## src/rtl/mem_arbiter.sv

```systemverilog
// mem_arbiter: shares one single-ported memory between instruction fetch (IF)
// and load/store (LS). Load/store has fixed priority. A saturating starvation
// counter forces a fetch grant after STARVE_LIMIT consecutive denied cycles.
// The memory has no backpressure and a fixed one-cycle read latency. A tag
// register therefore remembers who owns the read data arriving next cycle.
//
// Handshake: a requester raises *_req_i and holds its address, write enable
// and write data stable. The access is consumed in any cycle where *_gnt_o is
// high, so the grant is combinational with zero latency. A request dropped
// before its grant is simply forgotten. Read data comes back one cycle after
// the grant, qualified only by *_rvalid_o. Writes never produce an rvalid.
module mem_arbiter #(
   parameter int DWIDTH       = 32,
   parameter int AWIDTH       = 32,
   parameter int STARVE_LIMIT = 4
) (
   input  logic              clk,
   input  logic              rst,
   input  logic              if_req_i,
   input  logic [AWIDTH-1:0] if_addr_i,
   output logic              if_gnt_o,
   output logic              if_rvalid_o,
   output logic [DWIDTH-1:0] if_rdata_o,
   input  logic              ls_req_i,
   input  logic              ls_we_i,
   input  logic [AWIDTH-1:0] ls_addr_i,
   input  logic [DWIDTH-1:0] ls_wdata_i,
   output logic              ls_gnt_o,
   output logic              ls_rvalid_o,
   output logic [DWIDTH-1:0] ls_rdata_o,
   output logic              mem_req_o,
   output logic              mem_we_o,
   output logic [AWIDTH-1:0] mem_addr_o,
   output logic [DWIDTH-1:0] mem_wdata_o,
   input  logic [DWIDTH-1:0] mem_rdata_i
);

   localparam logic [3:0] LIMIT = 4'(STARVE_LIMIT);

   typedef enum logic {
      OWNER_IF = 1'b0,
      OWNER_LS = 1'b1
   } owner_t;

   logic [3:0]  r_starve_cnt;
   logic        r_tag_valid;
   owner_t      r_tag_owner;

   logic        w_starved;
   logic        w_if_win;
   logic        w_ls_win;
   logic        w_mem_we;
   logic [AWIDTH-1:0] w_mem_addr;
   logic [DWIDTH-1:0] w_mem_wdata;

   // Grant decision: LS wins unless fetch is starved; nothing is granted in reset.
   always_comb begin
      w_starved = (r_starve_cnt == LIMIT);
      w_if_win  = ~rst & if_req_i & (~ls_req_i | w_starved);
      w_ls_win  = ~rst & ls_req_i & ~w_if_win;
   end

   // Memory request mux: the winner drives the bus, an idle cycle drives zeros.
   always_comb begin
      w_mem_we    = 1'b0;
      w_mem_addr  = '0;
      w_mem_wdata = '0;
      if (w_ls_win) begin
         w_mem_we    = ls_we_i;
         w_mem_addr  = ls_addr_i;
         w_mem_wdata = ls_wdata_i;
      end else if (w_if_win) begin
         w_mem_addr  = if_addr_i;
      end
   end

   assign if_gnt_o    = w_if_win;
   assign ls_gnt_o    = w_ls_win;
   assign mem_req_o   = w_if_win | w_ls_win;
   assign mem_we_o    = w_mem_we;
   assign mem_addr_o  = w_mem_addr;
   assign mem_wdata_o = w_mem_wdata;

   // Response tag: remembers whether next cycle's read data belongs to IF or LS.
   always_ff @(posedge clk or posedge rst) begin
      if (rst) begin
         r_tag_valid <= 1'b0;
         r_tag_owner <= OWNER_IF;
      end else begin
         r_tag_valid <= mem_req_o & ~mem_we_o;
         r_tag_owner <= w_ls_win ? OWNER_LS : OWNER_IF;
      end
   end

   // Starvation counter: counts consecutive denied fetch cycles, saturating.
   always_ff @(posedge clk or posedge rst) begin
      if (rst) begin
         r_starve_cnt <= 4'd0;
      end else if (if_req_i & ~if_gnt_o) begin
         if (r_starve_cnt != LIMIT) begin
            r_starve_cnt <= r_starve_cnt + 4'd1;
         end
      end else begin
         r_starve_cnt <= 4'd0;
      end
   end

   assign if_rvalid_o = r_tag_valid & (r_tag_owner == OWNER_IF);
   assign ls_rvalid_o = r_tag_valid & (r_tag_owner == OWNER_LS);
   assign if_rdata_o  = mem_rdata_i;
   assign ls_rdata_o  = mem_rdata_i;

endmodule

```

## config.mk

```make
export PLATFORM = sky130hd
export DESIGN_NAME = mem_arbiter
export DESIGN_NICKNAME = d
export VERILOG_FILES = /design/src/rtl/mem_arbiter.sv
export SDC_FILE = /design/constraint.sdc
export NUM_CORES = 1
export LEC_CHECK = 0
export ABC_AREA = 1
export BUFFER_PORTS_ARGS = -buffer_cell sky130_fd_sc_hd__buf_2
export CORE_AREA = 2 2 104 106
export DETAILED_ROUTE_END_ITERATION = 10
export DIE_AREA = 0 0 106 108
export HOLD_SLACK_MARGIN = 0.06
export PLACE_DENSITY = 0.49
export SLEW_MARGIN = 20
export SYNTH_ARGS = -nofsm -noshare
export SYNTH_HDL_FRONTEND = slang
export SYNTH_SLANG_ARGS = --single-unit
```

## constraint.sdc

```tcl
create_clock -name clk -period 4.45 [get_ports clk]
set_input_delay 0.445 -clock clk [delete_from_list [all_inputs] [get_ports clk]]
set_output_delay 0.445 -clock clk [all_outputs]
set_load 0.02 [all_outputs]
```

==> results.yml <==
status:
  status: "complete, no violations"
sta:
  tns_ps: 0
  max_clock_freq_mhz: 364
  hold_slack_ps: 183
  finalCriticalPeriod_ps: 2740
  setup_violations: 0
  slew_viol_final: 0
  clock_skew_ps: 1.65
  rsz0062_at_grt: "false"
  worst_pin_slew_ps: 910
  slew_headroom: 0.392
  period_share: 0.617
  hold_violations: 0
setup_path:
  cp-start-kind: "flop"
  cp_num_buf_inv: 2
  worst_ep_arrival_time_ps: 2300
  cp_max_fo: 33
  r2r_end: "r_tag_owner"
  rrSetupSlack_ps: 2610
  cpMostUsedCell: "nand2_1"
  crit_path_top_delay_cell: "a21oi_4"
  reg2reg_from: "r_starve_cnt[0]"
  cp_top_family: "compound AO/OA/AOI/OAI gates"
  path_class: "flop to primary output"
  crit_path_max_incr_delay_ps: 740
  crit_chain: "inv_1, ha_1, nand3_4, a21oi_4, nand2_1, nand2_1, buf_2"
  cp.required_ps: 4010
  cp-end-kind: "primary output"
  reg2reg_depth: 7
layout:
  syn_to_final_growth_pct: 27.4
  drive_gt1_frac: 0.504
  instances_no_fill: 519
  post-route-util: 0.210
  final_common_cell: "buf_2"
  mostFrequentLayoutCells: "buf_2, nand2_1, inv_1"
  nets: 520
  diodes: 0
detailed_routing:
  drt_iter0_markers: 177
  routed_wl_mm: 5.71
  ant_nets: 0
  route.detailed.drc: 0
  vias_per_cell: 3.83
  routedWlPerCell_um: 11.0
  first_pass_iters: 4
  vias: 1989
clocking:
  cts_root_buffer: "clkbuf_8"
  path_clk_slew_ps: 30
  cts_resized: 0
  htreeDepth: 1
  clock_path_buffers: 2
  numCtsBuffers: 3
  cts_hold_buffers: 0
  cts_tree: "done"
  cts_setup_buffers: 0
  clkSinkCount: 6
  insertion_delay_ps: 220
synth:
  synthAdderAreaFrac: 0.0148
  synth_top_area_frac: 0.285
  synth.avg_cell_area_um2: 5.90
  yosysWarningCount: 0
  synth.distinct_cells: 21
  synth_compound_area_frac: 0.0126
  synth_largest_area_cell: "buf_4"
  yosysSeqAreaShare: 0.0890
  ys_ff_latch: 6
  synthSimpleGateAreaFrac: 0.422
  synth_xor_area_frac: 0.00519
  synth_top_family_by_area: "buffers and inverters"
  netlist_area_mm2: 0.00169
  yosys-top-cells-area: "buf_4, nand2_1, nand3_1"
  synth_nets: 421
  synth_mux_area_frac: 0
  synthCells: 286
power:
  peakVddDrop_mv: 0.0577
  powerDensity_mw_per_mm2: 162
  p_leak_nw: 1.51
place:
  gp_congestion: 0.665
  dp_hpwl_mm: 4.86
  port_buffers: 170
  dp_cells: 516
job:
  cap_violations: 0
global_route:
  grt_pass1_vias: 1934
  grt_pass1_wl_mm: 8.38
  overflow: 0
  track_usage: 0.0886
  antenna_found_initial: 0
  grt_max_degree: 36
floorplanning:
  initial_core_util: 0.165
  fp-row-count: 37
  io_pins: 267
  die_x_um: 106
  die-area_mm2: 0.0114
  core_mm2: 0.0102
  die_h_um: 108
min_path:
  hold_class: "input pin to asynchronous set/reset pin"
-- power breakdown --
part | total (mW) | internal (mW) | switching [mW]
Sequential | 0.0658 | 0.0597 | 0.00616
Combinational | 0.204 | 0.0798 | 0.124
Clock | 0.0787 | 0.0579 | 0.0208
Total | 0.349 | 0.197 | 0.151
-- metal layers --
metal	vias up	global-route usage	part of all wire
met2	159	0.173	0.49
met1	841	0.0906	0.37
met3	13	0.0253	0.12
met5	-	0	0
met4	0	0.0282	0.018
li1	976	-	-
-- logic make-up (layout without fill, tap and decap cells) --
logic type	after synthesis	in the layout
AO/OA/AOI/OAI	2	2
XOR/XNOR	1	1
adder cells (fa/ha/maj)	2	2
buffers and inverters	121	218
flip-flops	6	6
AND/OR/NAND/NOR	154	154
-- area by class of cell --
| type | instances | area [um2] |
|---|---|---|
| clock buffers | 3 | 41.3 |
| fillers | 1177 | 8080 |
| inverters | 45 | 169 |
| multi-input cells | 159 | 767 |
| flip-flops and latches | 6 | 150 |
| well taps | 136 | 170 |
| repair buffers | 170 | 851 |
-- cell usage after synthesis --
cell,count
nand2_1,68
buf_4,64
inv_1,45
nand3_1,34
nor2_1,30
buf_6,8
nor2_2,8
dfrtp_1,6
nand2_2,6
buf_2,3
nand4_1,3
ha_1,2
a21oi_4,1
and2_2,1
buf_8,1
nand2_4,1
nand2_8,1
nand3_4,1
nor2_4,1
o21ai_0,1
xnor2_1,1
-- per-stage QoR --
stage	setup WS [ps]	area (um2)	power (mW)
after global placement	1970	2110	0.269
after global routing	1500	2150	0.377
after CTS	1680	2150	0.353
after floorplan	2470	1690	0.273
final	1710	2150	0.349
after detailed placement	1900	2110	0.272
-- state kept, by name (all words and copies together) (netlist names) --
| register | count |
|---|---|
| r_tag_valid | 1 |
| r_starve_cnt | 4 |
| r_tag_owner | 1 |
-- worst register-to-register path: cells and delay by family, from the launching register on --
| kind | cells | cell delay, ps |
|---|---|---|
| DFF | 1 | 410 |
| buffers and inverters | 2 | 230 |
| adders and majority gates | 1 | 240 |
| and+or+nand+nor | 4 | 830 |
-- worst max-delay path by stage --
stage,cells after the start,end,slack [ps],start
global placement,7,mem_addr_o[5],1970,rst
floorplan,8,mem_wdata_o[24],2470,r_starve_cnt[0]
detailed placement,7,mem_addr_o[5],1900,rst
CTS,7,mem_addr_o[5],1680,r_starve_cnt[0]
finish,7,mem_addr_o[5],1710,r_starve_cnt[0]
global route,7,mem_addr_o[5],1500,r_starve_cnt[0]
Note: power is estimated with default switching activity, not from simulation.
